<file path="config.mk">
export PLATFORM = sky130hd
export DESIGN_NAME = id_ex_operand_stage
export DESIGN_NICKNAME = d
export VERILOG_FILES = /design/src/rtl/id_ex_operand_stage.sv
export SDC_FILE = /design/constraint.sdc
export NUM_CORES = 1
export LEC_CHECK = 0
export ABC_AREA = 1
export BUFFER_PORTS_ARGS = -buffer_cell sky130_fd_sc_hd__buf_2
export CAP_MARGIN = 15
export CORE_AREA = 2 2 252 254
export DETAILED_ROUTE_END_ITERATION = 12
export DIE_AREA = 0 0 254 256
export PLACE_DENSITY = 0.53
export SYNTH_ARGS = -nofsm -noshare
export SYNTH_HDL_FRONTEND = slang
export SYNTH_SLANG_ARGS = --single-unit
</file>
<file path="constraint.sdc">
create_clock -name clk -period 1.8 [get_ports clk]
set_clock_uncertainty 0.05 [all_clocks]
set_input_delay 0.36 -clock clk [delete_from_list [all_inputs] [get_ports clk]]
set_output_delay 0.36 -clock clk [all_outputs]
set_load 0.01 [all_outputs]
</file>
<file path="src/rtl/id_ex_operand_stage.sv">
// id_ex_operand_stage
// ID/EX pipeline register that feeds the 64-bit ALU. It resolves RAW hazards
// by forwarding from EX, MEM and WB, and inserts a single bubble on a
// load-use hazard. It obeys downstream hold and branch flush, and keeps a
// saturating count of the load-use bubbles it has inserted.
module id_ex_operand_stage #(
  parameter int DW    = 64,
  parameter int RW    = 5,
  parameter int CNT_W = 16
) (
  input  logic             clk,
  input  logic             reset,
  // decode slot
  input  logic             id_valid,
  input  logic [RW-1:0]    id_rn,
  input  logic [RW-1:0]    id_rm,
  input  logic [RW-1:0]    id_rd,
  input  logic [DW-1:0]    id_rn_data,
  input  logic [DW-1:0]    id_rm_data,
  input  logic [DW-1:0]    id_imm,
  input  logic             id_use_imm,
  input  logic [3:0]       id_alu_ctrl,
  input  logic             id_is_load,
  input  logic             id_reg_write,
  // results from downstream stages, used for forwarding
  input  logic [DW-1:0]    alu_out,
  input  logic [RW-1:0]    mem_rd,
  input  logic             mem_reg_write,
  input  logic [DW-1:0]    mem_result,
  input  logic [RW-1:0]    wb_rd,
  input  logic             wb_reg_write,
  input  logic [DW-1:0]    wb_result,
  // pipeline control
  input  logic             ex_hold,
  input  logic             flush,
  // towards the ALU and the MEM stage
  output logic             ex_valid,
  output logic [DW-1:0]    ex_bus_a,
  output logic [DW-1:0]    ex_bus_b,
  output logic [3:0]       ex_alu_ctrl,
  output logic [RW-1:0]    ex_rd,
  output logic             ex_is_load,
  output logic             ex_reg_write,
  output logic [DW-1:0]    ex_store_data,
  output logic             id_stall,
  output logic [CNT_W-1:0] stall_count
);

  // Register 31 is the zero register: it reads as zero, is never forwarded,
  // and never creates a hazard.
  localparam logic [RW-1:0] XZR = '1;

  // Everything the EX stage carries, kept together so that the hold, bubble
  // and flush cases stay readable.
  typedef struct packed {
    logic          valid;
    logic [DW-1:0] bus_a;
    logic [DW-1:0] bus_b;
    logic [3:0]    alu_ctrl;
    logic [RW-1:0] rd;
    logic          is_load;
    logic          reg_write;
    logic [DW-1:0] store_data;
  } ex_reg_t;

  ex_reg_t          ex_q, ex_d;
  logic [CNT_W-1:0] stall_cnt_q, stall_cnt_d;

  logic             ex_fwd_en;
  logic             luse;
  logic [DW-1:0]    fwd_rn, fwd_rm;

  // A load result is not ready in EX. That case is handled by the load-use
  // bubble, so EX forwards only non-load writers.
  assign ex_fwd_en = ex_q.valid & ex_q.reg_write & ~ex_q.is_load;

  // Forwarding priority: the youngest producer wins. The zero register
  // overrides every producer.
  function automatic logic [DW-1:0] fwd(input logic [RW-1:0] src,
                                        input logic [DW-1:0] rf_data);
    logic [DW-1:0] val;
    if (src == XZR)                            val = '0;
    else if (ex_fwd_en && ex_q.rd == src)      val = alu_out;
    else if (mem_reg_write && mem_rd == src)   val = mem_result;
    else if (wb_reg_write && wb_rd == src)     val = wb_result;
    else                                       val = rf_data;
    return val;
  endfunction

  // Operand selection for both sources in the decode cycle.
  always_comb begin
    fwd_rn = fwd(id_rn, id_rn_data);
    fwd_rm = fwd(id_rm, id_rm_data);
  end

  // rm is a hazard source only when the instruction reads it as Bus_B, which
  // means it does not use the immediate.
  assign luse = id_valid & ex_q.valid & ex_q.is_load & ex_q.reg_write &
                (ex_q.rd != XZR) &
                ((ex_q.rd == id_rn) | ((ex_q.rd == id_rm) & ~id_use_imm));

  // Reset and flush both release the upstream stage.
  assign id_stall = ~reset & ~flush & (ex_hold | luse);

  // Next state: flush beats hold, hold beats the bubble, and the bubble
  // beats a normal capture.
  always_comb begin
    // NOTE: Default every output of this block to its current value first.
    // Otherwise a path that leaves a field unassigned would infer a latch.
    ex_d        = ex_q;
    stall_cnt_d = stall_cnt_q;
    if (flush) begin
      // The bubble invariant still holds: an invalid slot never writes.
      ex_d.valid     = 1'b0;
      ex_d.reg_write = 1'b0;
      ex_d.is_load   = 1'b0;
    end else if (ex_hold) begin
      // Freeze. Any pending load-use is re-evaluated after the hold lifts.
    end else if (luse) begin
      ex_d.valid     = 1'b0;
      ex_d.reg_write = 1'b0;
      ex_d.is_load   = 1'b0;
      if (!(&stall_cnt_q)) stall_cnt_d = stall_cnt_q + CNT_W'(1);
    end else begin
      ex_d.valid      = id_valid;
      ex_d.bus_a      = fwd_rn;
      ex_d.bus_b      = id_use_imm ? id_imm : fwd_rm;
      ex_d.alu_ctrl   = id_alu_ctrl;
      ex_d.rd         = id_rd;
      ex_d.is_load    = id_valid & id_is_load;
      ex_d.reg_write  = id_valid & id_reg_write;
      ex_d.store_data = fwd_rm;
    end
  end

  // Pipeline register and stall counter, with synchronous reset.
  always_ff @(posedge clk) begin
    // NOTE: Sequential state uses non-blocking assignments. Every register
    // then samples its pre-edge value, whatever the statement order.
    if (reset) begin
      ex_q        <= '0;
      stall_cnt_q <= '0;
    end else begin
      ex_q        <= ex_d;
      stall_cnt_q <= stall_cnt_d;
    end
  end

  assign ex_valid      = ex_q.valid;
  assign ex_bus_a      = ex_q.bus_a;
  assign ex_bus_b      = ex_q.bus_b;
  assign ex_alu_ctrl   = ex_q.alu_ctrl;
  assign ex_rd         = ex_q.rd;
  assign ex_is_load    = ex_q.is_load;
  assign ex_reg_write  = ex_q.reg_write;
  assign ex_store_data = ex_q.store_data;
  assign stall_count   = stall_cnt_q;

endmodule

</file>
# Word level (Yosys, flattened, before mapping)

Index checks and enable logic that the tools add are counted.

Register bits after elaboration: 220
Output and inout port bits: 221

Eq/ne operators: 9
Reduce and logical (&&, ||, !) cells: 10
Add/sub/neg operators: 1
Bitwise operators: 21
Mux-type cells: 11

Operator list:

| kind                                                             | count |
|---|---|
| 64-bit two-way mux                                               | 9 |
| 5-bit == test                                                    | 6 |
| 16-bit by 1-bit adder with 16-bit output (second input constant) | 1 |
| 16-bit AND reduction                                             | 1 |
| 1-bit bitwise AND                                                | 12 |
| 5-bit == test (second input constant)                            | 2 |
| 1-bit inverter                                                   | 7 |
| 1-bit logical AND                                                | 6 |
| 5-bit inequality test (second input constant)                    | 1 |
| 4-bit AND reduction                                              | 1 |
| 3-bit AND reduction                                              | 1 |
| 2-bit two-way mux                                                | 1 |
| 1-bit OR                                                         | 2 |
| 2-bit OR reduction                                               | 1 |
| 1-bit two-way mux                                                | 1 |

# Logic depth before layout (Yosys ltp)

Gate-level depths: netlist of run 1.

Word-level depth: 7
Depth in mapped cells: 14

# Worst setup path after synthesis of run 1

Ideal clock, no wire load.

Path type: reg-to-reg
From: reg stall_cnt_q[0] (netlist: stall_count[0])
To: reg stall_cnt_q[10] (netlist: stall_count[10])
Period minus slack after synthesis: 1.879 ns
Path slack: -0.079 ns
Required time: 1.618 ns
Arrival: 1.696 ns
Cell stages (with the launch flop): 9
Path through: dfxtp_1 -> ha_1 -> and3_1 -> nand2_1 -> nor2_1 -> nor2_1 -> nand4_1 -> nand2_1 -> a21oi_1

Longest elaborated chain between the ends: 3
Elaborated cells on any way between the ends: 4

Ends and longest elaborated chain:

| what                                                                             | line | source |
|---|---|---|
| from (decl)                                                                      | 67   | `logic [CNT_W-1:0] stall_cnt_q, stall_cnt_d;` |
| from (signal assigned)                                                           | 145  | `stall_cnt_q <= stall_cnt_d;` |
| branches (longest 3 deep; another with 16-bit by 1-bit adder with 16-bit output) | n/a  |  |

Parallel ways; which one is timed is not known.
A chain may end at the register's enable or synchronous reset.

# Final worst setup path of run 1

From: reg ex_q, in the netlist ex_rd[1]
To: out id_stall

Longest elaborated chain between the ends: 6
Elaborated cells on any way between the ends: 9

Ends and longest elaborated chain:

| what                   | line | source |
|---|---|---|
| from (decl)            | 66   | `ex_reg_t ex_q, ex_d;` |
| from (signal assigned) | 141  | `ex_q <= '0;` |
| from (signal assigned) | 144  | `ex_q <= ex_d;` |
| 5-bit == test          | 100  | `((ex_q.rd == id_rn) \| ((ex_q.rd == id_rm) & ~id_use_imm));` |
| 1-bit bitwise AND      | 100  |  |
| 1-bit OR               | 100  |  |
| 1-bit bitwise AND *    | 99   | `(ex_q.rd != XZR) &` |
| 1-bit OR *             | 103  | `assign id_stall = ~reset & ~flush & (ex_hold \| luse);` |
| 1-bit bitwise AND *    | 103  |  |
| to (decl)              | 45   | `output logic id_stall,` |

Every way passes the cells marked *; elsewhere a longest branch is shown, timed or not.

==> metrics.log, run 1 <==
[metrics] area fraction in compound gates after synthesis: 6.85%
[metrics] total I/O pin count: 644
[metrics] GR Util met1: 34.2%
[metrics] share of cell area taken by muxes after synthesis: 0%
[metrics] category of the most critical setup path: flop to output pin
[metrics] Clock H-tree levels: 1
[metrics] unrepaired setup endpoints after global routing: yes
[metrics] placeable core region: 62400 sq um
[metrics] violation count after the first detailed-route iteration: 1909
[metrics] CTS tree: done
[metrics] worst-case headroom to the max-slew limit: 65.1%
[metrics] largest buffer count on any clock path: 3
[metrics] fin. max-slew vios: 0
[metrics] Post-Place Setup Slack: -377 ps
[metrics] Unique masters post-synth: 28
[metrics] number of remaining DRC errors: 0
[metrics] largest family of logic cells by synthesized area: simple AND/OR/NAND/NOR gates
[metrics] first-pass GRT wire length: 138 mm
[metrics] RR Endpoint: ex_bus_a[44]$_SDFFE_PP0P_
[metrics] setup violators final: 202
[metrics] synthesized cell area: 16700 sq um
[metrics] area of the die: 65000 sq um
[metrics] standby leakage power: 0.0147 uW
[metrics] DRT antenna net count: 0
[metrics] all-layer global routing usage: 27.9%
[metrics] Hold Vio Cnt, Final: 0
[metrics] number of global-route vias before repair: 22.0k
[metrics] fill cell count: 6845
[metrics] fraction of layout instances using a drive strength above 1: 26.1%
[metrics] number of synthesized flops with an enable pin: 0
[metrics] worst-case reg-to-reg path depth: 17
[metrics] average instance area after synthesis: 5.36 sq um
[metrics] Synth Area in Adders: 0.0751%
[metrics] Reg2Reg Launch Point: ex_rd[1]$_SDFFE_PP0P_
[metrics] met3 track demand over resource in global routing: 5.21%
[metrics] Die H: 256 um
[metrics] clock sink count: 220
[metrics] CP Data Required Time: 1390 ps
[metrics] synthesized netlist cell count: 3110
[metrics] average vias per placed instance: 4.80
[metrics] type of origin of the critical path: flop
[metrics] share of synthesized area occupied by flip-flops and latches: 26.4%
[metrics] Synth Net Count: 3534
[metrics] Clock Root Buffer: sky130_fd_sc_hd__clkbuf_16
[metrics] NumNets Final: 4320
[metrics] warnings from Yosys: 0
[metrics] violated checks: negative setup slack
[metrics] flops & latches, synth: 220
[metrics] Most used DFF post-synth: sky130_fd_sc_hd__dfxtp_1
[metrics] Setup WS post-layout: -553 ps
[metrics] run status: finished, violations left
[metrics] worst setup path startpoint: ex_rd[1]$_SDFFE_PP0P_
[metrics] path class of the lowest-slack min-delay path: input pin to flop
[metrics] maximum number of pins on one net before global-route repair: 76
[metrics] global-route congestion overflow total: 0
[metrics] worst-case vdd ir drop: 0.628 mV
[metrics] routed wirelength normalized by instance count: 19.8 um
[metrics] Post-DP HPWL: 65.4 mm
[metrics] CP Capture Point: id_stall
[metrics] xor/xnor cell area share of the yosys netlist: 0.683%
[metrics] Layout Area Growth over Synthesis: 55.0%
[metrics] Simple-Gate Fraction of Synth Area: 47.7%
[metrics] Final period util: 131%
[metrics] Detailed Route WL: 94.5 mm
[metrics] number of core rows: 92
[metrics] count of buffers from port buffering: 643
[metrics] Final Hold Slack: 17.8 ps
[metrics] M2 GR Usage: 47.9%
[metrics] worst setup slack for register-to-register paths: -500 ps
[metrics] Initial Util: 26.7%
[metrics] Worst Path Max Fanout: 3
[metrics] routed vias: 22.9k
[metrics] worst slew pin tran: 523 ps
[metrics] critical path capture point type: output pin
[metrics] most crowded layer after global routing: met2
[metrics] antenna violations before repair: 18
[metrics] total clock buffers created by CTS: 29
[metrics] clock latency at the later pin of the worst-skew pair: 570 ps
[metrics] proportion of synthesized flip-flops having asynchronous set or reset: 0%
[metrics] max-cap viol count: 0
[metrics] overall die width: 254 um
[metrics] post-layout min period: 2350 ps
[metrics] drt first pass iters: 6
[metrics] signal arrival time at the worst endpoint: 1940 ps
[metrics] weighted congestion at the end of routability-driven global placement: 0.913
[metrics] power density over cell area: 641 nW/um^2
[metrics] register clock-pin slew on the reported worst setup and hold paths: 60 ps
[metrics] hold wc startpoint: id_imm[58]
[metrics] fmax: 425 MHz
## layer usage
metal / up-vias / share of wire, % / wire length, um
li1: 11200 / - / -
met1: 10400 / 40 / 38000
met2: 1130 / 48 / 44900
met3: 191 / 8.1 / 7680
met4: 6 / 4.1 / 3850
met5: - / 0.039 / 37
## final cells by class
type / instances / area, sq um / share of cell area (%)
repair inverters: 2 / 25.0 / 0.0968
flip-flops and latches: 220 / 4410 / 17.1
diodes: 16 / 40.0 / 0.155
repair buffers: 968 / 7630 / 29.5
clock inverters: 15 / 258 / 0.997
clock buffers: 39 / 803 / 3.11
inverters: 559 / 2120 / 8.22
multi-input cells: 2116 / 9500 / 36.7
well taps: 846 / 1060 / 4.10
## cell usage after synthesis, types with 2 or more instances
| cell type | n | area (sq um) |
|---|---|---|
| sky130_fd_sc_hd__buf_1 | 18 | 67.6 |
| sky130_fd_sc_hd__nand2_2 | 2 | 12.5 |
| sky130_fd_sc_hd__nand2_1 | 931 | 3490 |
| sky130_fd_sc_hd__nand3_1 | 274 | 1370 |
| sky130_fd_sc_hd__xnor2_1 | 6 | 52.6 |
| sky130_fd_sc_hd__buf_4 | 4 | 30.0 |
| sky130_fd_sc_hd__nor3_1 | 8 | 40.0 |
| sky130_fd_sc_hd__inv_1 | 554 | 2080 |
| sky130_fd_sc_hd__nand4_1 | 208 | 1300 |
| sky130_fd_sc_hd__clkbuf_1 | 102 | 383 |
| sky130_fd_sc_hd__dfxtp_1 | 220 | 4400 |
| sky130_fd_sc_hd__buf_2 | 88 | 440 |
| sky130_fd_sc_hd__nor3b_1 | 2 | 15.0 |
| sky130_fd_sc_hd__o21ai_0 | 14 | 70.1 |
| sky130_fd_sc_hd__nor2_1 | 446 | 1670 |
| sky130_fd_sc_hd__xor2_1 | 7 | 61.3 |
| sky130_fd_sc_hd__a21oi_1 | 210 | 1050 |
| sky130_fd_sc_hd__inv_2 | 4 | 15.0 |
| sky130_fd_sc_hd__buf_6 | 3 | 33.8 |
## power by group
group	switching [uW]	leakage, uW	internal [uW]
Sequential	168	0.00181	5160
Combinational	2690	0.0123	1860
Clock	2580	0.000524	4120
## state kept, by name, summed over array words and instances, names as in the netlist
signal / flops
ex_alu_ctrl: 4
ex_rd: 5
ex_valid: 1
ex_bus_a: 64
ex_is_load: 1
ex_reg_write: 1
ex_store_data: 64
ex_bus_b: 64
stall_count: 16
## worst min-delay path by stage
stage | to | cells after the start
6_report | ex_bus_b[58]$_SDFFE_PP0P_ | 3
3_5_place_dp | ex_alu_ctrl[3]$_SDFFE_PP0P_ | 2
4_1_cts | ex_bus_b[33]$_SDFFE_PP0P_ | 3
5_1_grt | ex_bus_b[58]$_SDFFE_PP0P_ | 3
2_1_floorplan | ex_is_load$_SDFFE_PN0N_ | 2
3_3_place_gp | ex_alu_ctrl[2]$_SDFFE_PP0P_ | 2
## stage by stage
step / util, % / total power, uW / std cells / area, sq um / setup TNS (ps)
final: 41.4 / 16600 / 4781 / 25800 / -62020
after global routing: 41.4 / 17300 / 4778 / 25800 / -81670
after CTS: 41.3 / 16600 / 4766 / 25800 / -63490
after detailed placement: 35.8 / 9390 / 4582 / 22300 / -59220
after global placement: 35.8 / 9400 / 4582 / 22300 / -58380
after floorplan: - / 7340 / 3110 / 16700 / 0
## what timing repair did
action                     4_1_cts  5_1_grt
pin swaps                       58       30
buffers inserted                40        5
hold endpoints to repair        55        1
setup endpoints to repair      208      218
hold buffers                    55        1
gates cloned                    35        0
resized for setup              132       26
## worst max-delay path: stages, from the launching register on
cell and delay, ps:
sky130_fd_sc_hd__dfxtp_2 330, sky130_fd_sc_hd__buf_6 120, sky130_fd_sc_hd__xor2_1 140, sky130_fd_sc_hd__nor2_1 140, sky130_fd_sc_hd__nand3_2 100, sky130_fd_sc_hd__nand2_2 110, sky130_fd_sc_hd__nand2_4 50, sky130_fd_sc_hd__buf_6 120
sky130_fd_sc_hd__a21oi_2 110, sky130_fd_sc_hd__buf_2 140
## layout by cell type, fill, tap and decap left out, types with 4 or more instances in the layout
master,netlist,routed
sky130_fd_sc_hd__nor3_1,8,5
sky130_fd_sc_hd__dlygate4sd3_1,0,56
sky130_fd_sc_hd__buf_8,0,14
sky130_fd_sc_hd__o21ai_0,14,8
sky130_fd_sc_hd__clkbuf_16,0,29
sky130_fd_sc_hd__inv_1,554,551
sky130_fd_sc_hd__o21ai_1,0,5
sky130_fd_sc_hd__buf_2,88,641
sky130_fd_sc_hd__bufinv_16,0,7
sky130_fd_sc_hd__bufbuf_16,0,7
sky130_fd_sc_hd__nor2_4,0,8
sky130_fd_sc_hd__buf_6,3,32
sky130_fd_sc_hd__diode_2,0,16
sky130_fd_sc_hd__clkbuf_1,102,6
sky130_fd_sc_hd__nor2_1,446,432
sky130_fd_sc_hd__nand3_4,0,6
sky130_fd_sc_hd__xnor2_1,6,6
sky130_fd_sc_hd__nor2_2,0,6
sky130_fd_sc_hd__xor2_1,7,6
sky130_fd_sc_hd__nand2_2,2,6
sky130_fd_sc_hd__clkbuf_8,0,4
sky130_fd_sc_hd__nand2_1,931,925
sky130_fd_sc_hd__buf_12,0,66
sky130_fd_sc_hd__a21oi_2,0,13
sky130_fd_sc_hd__clkinv_2,0,7
sky130_fd_sc_hd__buf_4,4,122
sky130_fd_sc_hd__dfxtp_1,220,217
sky130_fd_sc_hd__buf_16,0,30
sky130_fd_sc_hd__a21oi_1,210,196
sky130_fd_sc_hd__nand3_1,274,268
sky130_fd_sc_hd__nand4_1,208,208
## logic make-up after synthesis
kind of cell | Yosys count
AO/OA/AOI/OAI | 227
flip-flops | 220
adder cells (fa/ha/maj) | 1
buffers and inverters | 774
XOR/XNOR | 13
AND/OR/NAND/NOR | 1875
Note: power is estimated with default switching activity, not from simulation.
==> run 2, diff against run 1 <==
HOLD_SLACK_MARGIN = 0.12   (was unset)
==> run 2 against run 1 <==
The flow still finishes with violations (negative setup slack). Hold slack improved by 140 ps. Via count increased by 0.48%. Combinational power up 0.9%. Setup slack improved by 6.3 ps. Total power grew 0.29%. Critical path depth is the same. Non-clock buffer count rose by 29. Wire length is 0.23% higher.
==> metrics.log, run 2 (same netlist as run 1, synthesis figures left out) <==
[metrics] global-route congestion overflow total: 0 (unchanged)
[metrics] commonest cells after routing, fill and taps aside: sky130_fd_sc_hd__nand2_1 (926), sky130_fd_sc_hd__buf_2 (641), sky130_fd_sc_hd__inv_1 (551), sky130_fd_sc_hd__nor2_1 (432), sky130_fd_sc_hd__nand3_1 (268)
[metrics] total I/O pin count: 644 (unchanged)
[metrics] Slowest Stage Delay on Critical Path: 330 ps (about the same)
[metrics] maximum number of pins on one net before global-route repair: 76 (unchanged)
[metrics] fin. max-slew vios: 0 (unchanged)
[metrics] Final period util: 130% (-0.35 points)
[metrics] category of the most critical setup path: flop to output pin
[metrics] largest buffer count on any clock path: 3 (unchanged)
[metrics] standby leakage power: 0.0148 uW (+0.81%)
[metrics] number of core rows: 92 (unchanged)
[metrics] routed wirelength normalized by instance count: 19.7 um (-0.39%)
[metrics] most common cell after layout, fill and taps aside: sky130_fd_sc_hd__nand2_1
[metrics] Initial Util: 26.7% (unchanged)
[metrics] worst-case headroom to the max-slew limit: 66.0% (+0.87 points)
[metrics] Worst Path Max Fanout: 3 (unchanged)
[metrics] path class of the lowest-slack min-delay path: input pin to flop
[metrics] total clock buffers created by CTS: 29 (unchanged)
[metrics] violated checks: negative setup slack
[metrics] Setup WS post-layout: -546 ps (+6.34 ps)
[metrics] total area of multi-input combinational cells: 9490 sq um (-0.11%)
[metrics] setup violators final: 202 (unchanged)
[metrics] CP Data Required Time: 1390 ps (about the same)
[metrics] fmax: 426 MHz (+0.27%)
[metrics] post-layout total power: 16600 uW (+0.29%)
[metrics] first-pass GRT wire length: 138 mm (+0.38%)
[metrics] run status: finished, violations left
[metrics] drt first pass iters: 6 (unchanged)
[metrics] clock sink count: 220 (unchanged)
[metrics] routed vias: 23.0k (+0.48%)
[metrics] power density over cell area: 636 nW/um^2 (-0.80%)
[metrics] footprint of the flip-flops and latches: 4410 sq um (unchanged)
[metrics] register clock-pin slew on the reported worst setup and hold paths: 60 ps (about the same)
[metrics] post-layout min period: 2350 ps (-6.34 ps)
[metrics] Hold Vio Cnt, Final: 0 (unchanged)
[metrics] Detailed Route WL: 94.7 mm (+0.23%)
[metrics] CTS tree: done
[metrics] NumNets Final: 4349 (+0.67%)
[metrics] number of buffer and inverter stages on the critical path: 3 (unchanged)
[metrics] fraction of layout instances using a drive strength above 1: 25.8% (-0.27 points)
[metrics] number of remaining DRC errors: 0 (unchanged)
[metrics] weighted congestion at the end of routability-driven global placement: 0.913 (unchanged)
[metrics] critical path cell sequence: buf_6, xor2_1, nor2_1, nand3_2, nand2_2, nand2_4, buf_6, a21oi_2, buf_2
[metrics] DRT antenna net count: 0 (unchanged)
[metrics] Layout Area Growth over Synthesis: 56.7%
[metrics] fill cell count: 6820 (-0.37%)
[metrics] area of the die: 65000 sq um (unchanged)
[metrics] clock latency at the later pin of the worst-skew pair: 580 ps (about the same)
[metrics] Clock Root Buffer: sky130_fd_sc_hd__clkbuf_16
[metrics] type of origin of the critical path: flop
[metrics] signal arrival time at the worst endpoint: 1940 ps (about the same)
[metrics] number of global-route vias before repair: 22.1k (+0.88%)
[metrics] count of buffers from port buffering: 643 (unchanged)
[metrics] placeable core region: 62400 sq um (unchanged)
[metrics] Post-Place Setup Slack: -377 ps (unchanged)
[metrics] Post-DP HPWL: 65.4 mm (unchanged)
[metrics] Clock H-tree levels: 1 (unchanged)
[metrics] all-layer global routing usage: 28.0% (+0.086 points)
[metrics] unrepaired setup endpoints after global routing: yes
[metrics] cell with the largest stage delay on the worst path: sky130_fd_sc_hd__dfxtp_2
[metrics] antenna violations before repair: 18 (unchanged)
[metrics] library cell appearing most often on the critical path: sky130_fd_sc_hd__buf_6
[metrics] average vias per placed instance: 4.79 (-0.15%)
[metrics] worst-case vdd ir drop: 0.630 mV (+0.35%)
[metrics] violation count after the first detailed-route iteration: 1888 (-1.1%)
[metrics] family of cells with the greatest summed delay on the critical path: simple AND/OR/NAND/NOR gates
[metrics] overall die width: 254 um (unchanged)
[metrics] max-cap viol count: 0 (unchanged)
[metrics] critical path capture point type: output pin
[metrics] Die H: 256 um (unchanged)
[metrics] worst slew pin tran: 510 ps (-13.0 ps)
-- run 2: cell types whose count changed in the layout (fill, tap and decap cells not counted) --
cell                            change
sky130_fd_sc_hd__a21oi_1            +2
sky130_fd_sc_hd__a21oi_2            -2
sky130_fd_sc_hd__diode_2            +1
sky130_fd_sc_hd__dlygate4sd3_1     +29
sky130_fd_sc_hd__nand2_1            +1
sky130_fd_sc_hd__nand2_2            -1
sky130_fd_sc_hd__o21ai_0            +1
sky130_fd_sc_hd__o21ai_1            -1
-- run 2: layer usage --
| metal | wire length (um) | GRT usage, % | vias to the layer above |
|---|---|---|---|
| met2 | 45000 | 48.1 | 1119 |
| met5 | 37 | 0 | - |
| met3 | 7780 | 5.12 | 196 |
| met4 | 3960 | 11.5 | 6 |
| met1 | 37900 | 34.2 | 10500 |
| li1 | - | - | 11300 |
-- run 2: path summary, 6_finish.rpt --
path | start | to | slack (ps) | depth (start not counted)
worst max register to register | ex_rd[1]$_SDFFE_PP0P_ | ex_bus_a[44]$_SDFFE_PP0P_ | -500 | 17
worst max-delay path | ex_rd[1]$_SDFFE_PP0P_ | id_stall | -550 | 9
worst min-delay path | mem_result[41] | ex_store_data[41]$_SDFFE_PP0P_ | 160 | 5
worst min register to register | ex_alu_ctrl[3]$_SDFFE_PP0P_ | ex_alu_ctrl[3]$_SDFFE_PP0P_ | 420 | 2
-- run 2: power by group --
group	switching (uW)	internal (uW)	total, uW
logic	2690	1900	4590
registers	169	5160	5330
clock network	2580	4120	6700
total	5440	11200	16600
-- run 2: final cells by class --
type / instances / share of cell area, %
clock buffers: 39 / 3.07
flip-flops and latches: 220 / 16.9
multi-input cells: 2116 / 36.3
repair inverters: 2 / 0.0958
repair buffers: 997 / 30.3
well taps: 846 / 4.05
diodes: 17 / 0.163
clock inverters: 15 / 0.987
inverters: 559 / 8.13
-- run 2: metrics by stage --
stage | util [%] | instance area, sq um | TNS (ps) | hold WS [ps] | cells
after floorplan | - | 16700 | 0 | 450 | 3110
after CTS | 41.8 | 26100 | -63500 | 120 | 4796
after detailed placement | 35.8 | 22300 | -59220 | 423 | 4582
after global placement | 35.8 | 22300 | -58380 | 421 | 4582
after global routing | 41.9 | 26100 | -81680 | 175 | 4807
final | 41.9 | 26100 | -62290 | 159 | 4811
-- run 2: repair_timing --
item                                    CTS  global route
buffers inserted                         40             5
gates cloned                             35             0
hold buffers                             85             0
endpoints found under the hold margin    83             0
endpoints found under the setup margin  208           217
pin swaps                                58            31
resized for setup                       132            22
-- run 2: tightest hold or removal path, cell delays in order --
cell and delay [ps]:
sky130_fd_sc_hd__buf_2 110, sky130_fd_sc_hd__nand4_1 80, sky130_fd_sc_hd__nand3_1 100, sky130_fd_sc_hd__nand2_1 70, sky130_fd_sc_hd__a21oi_1 50
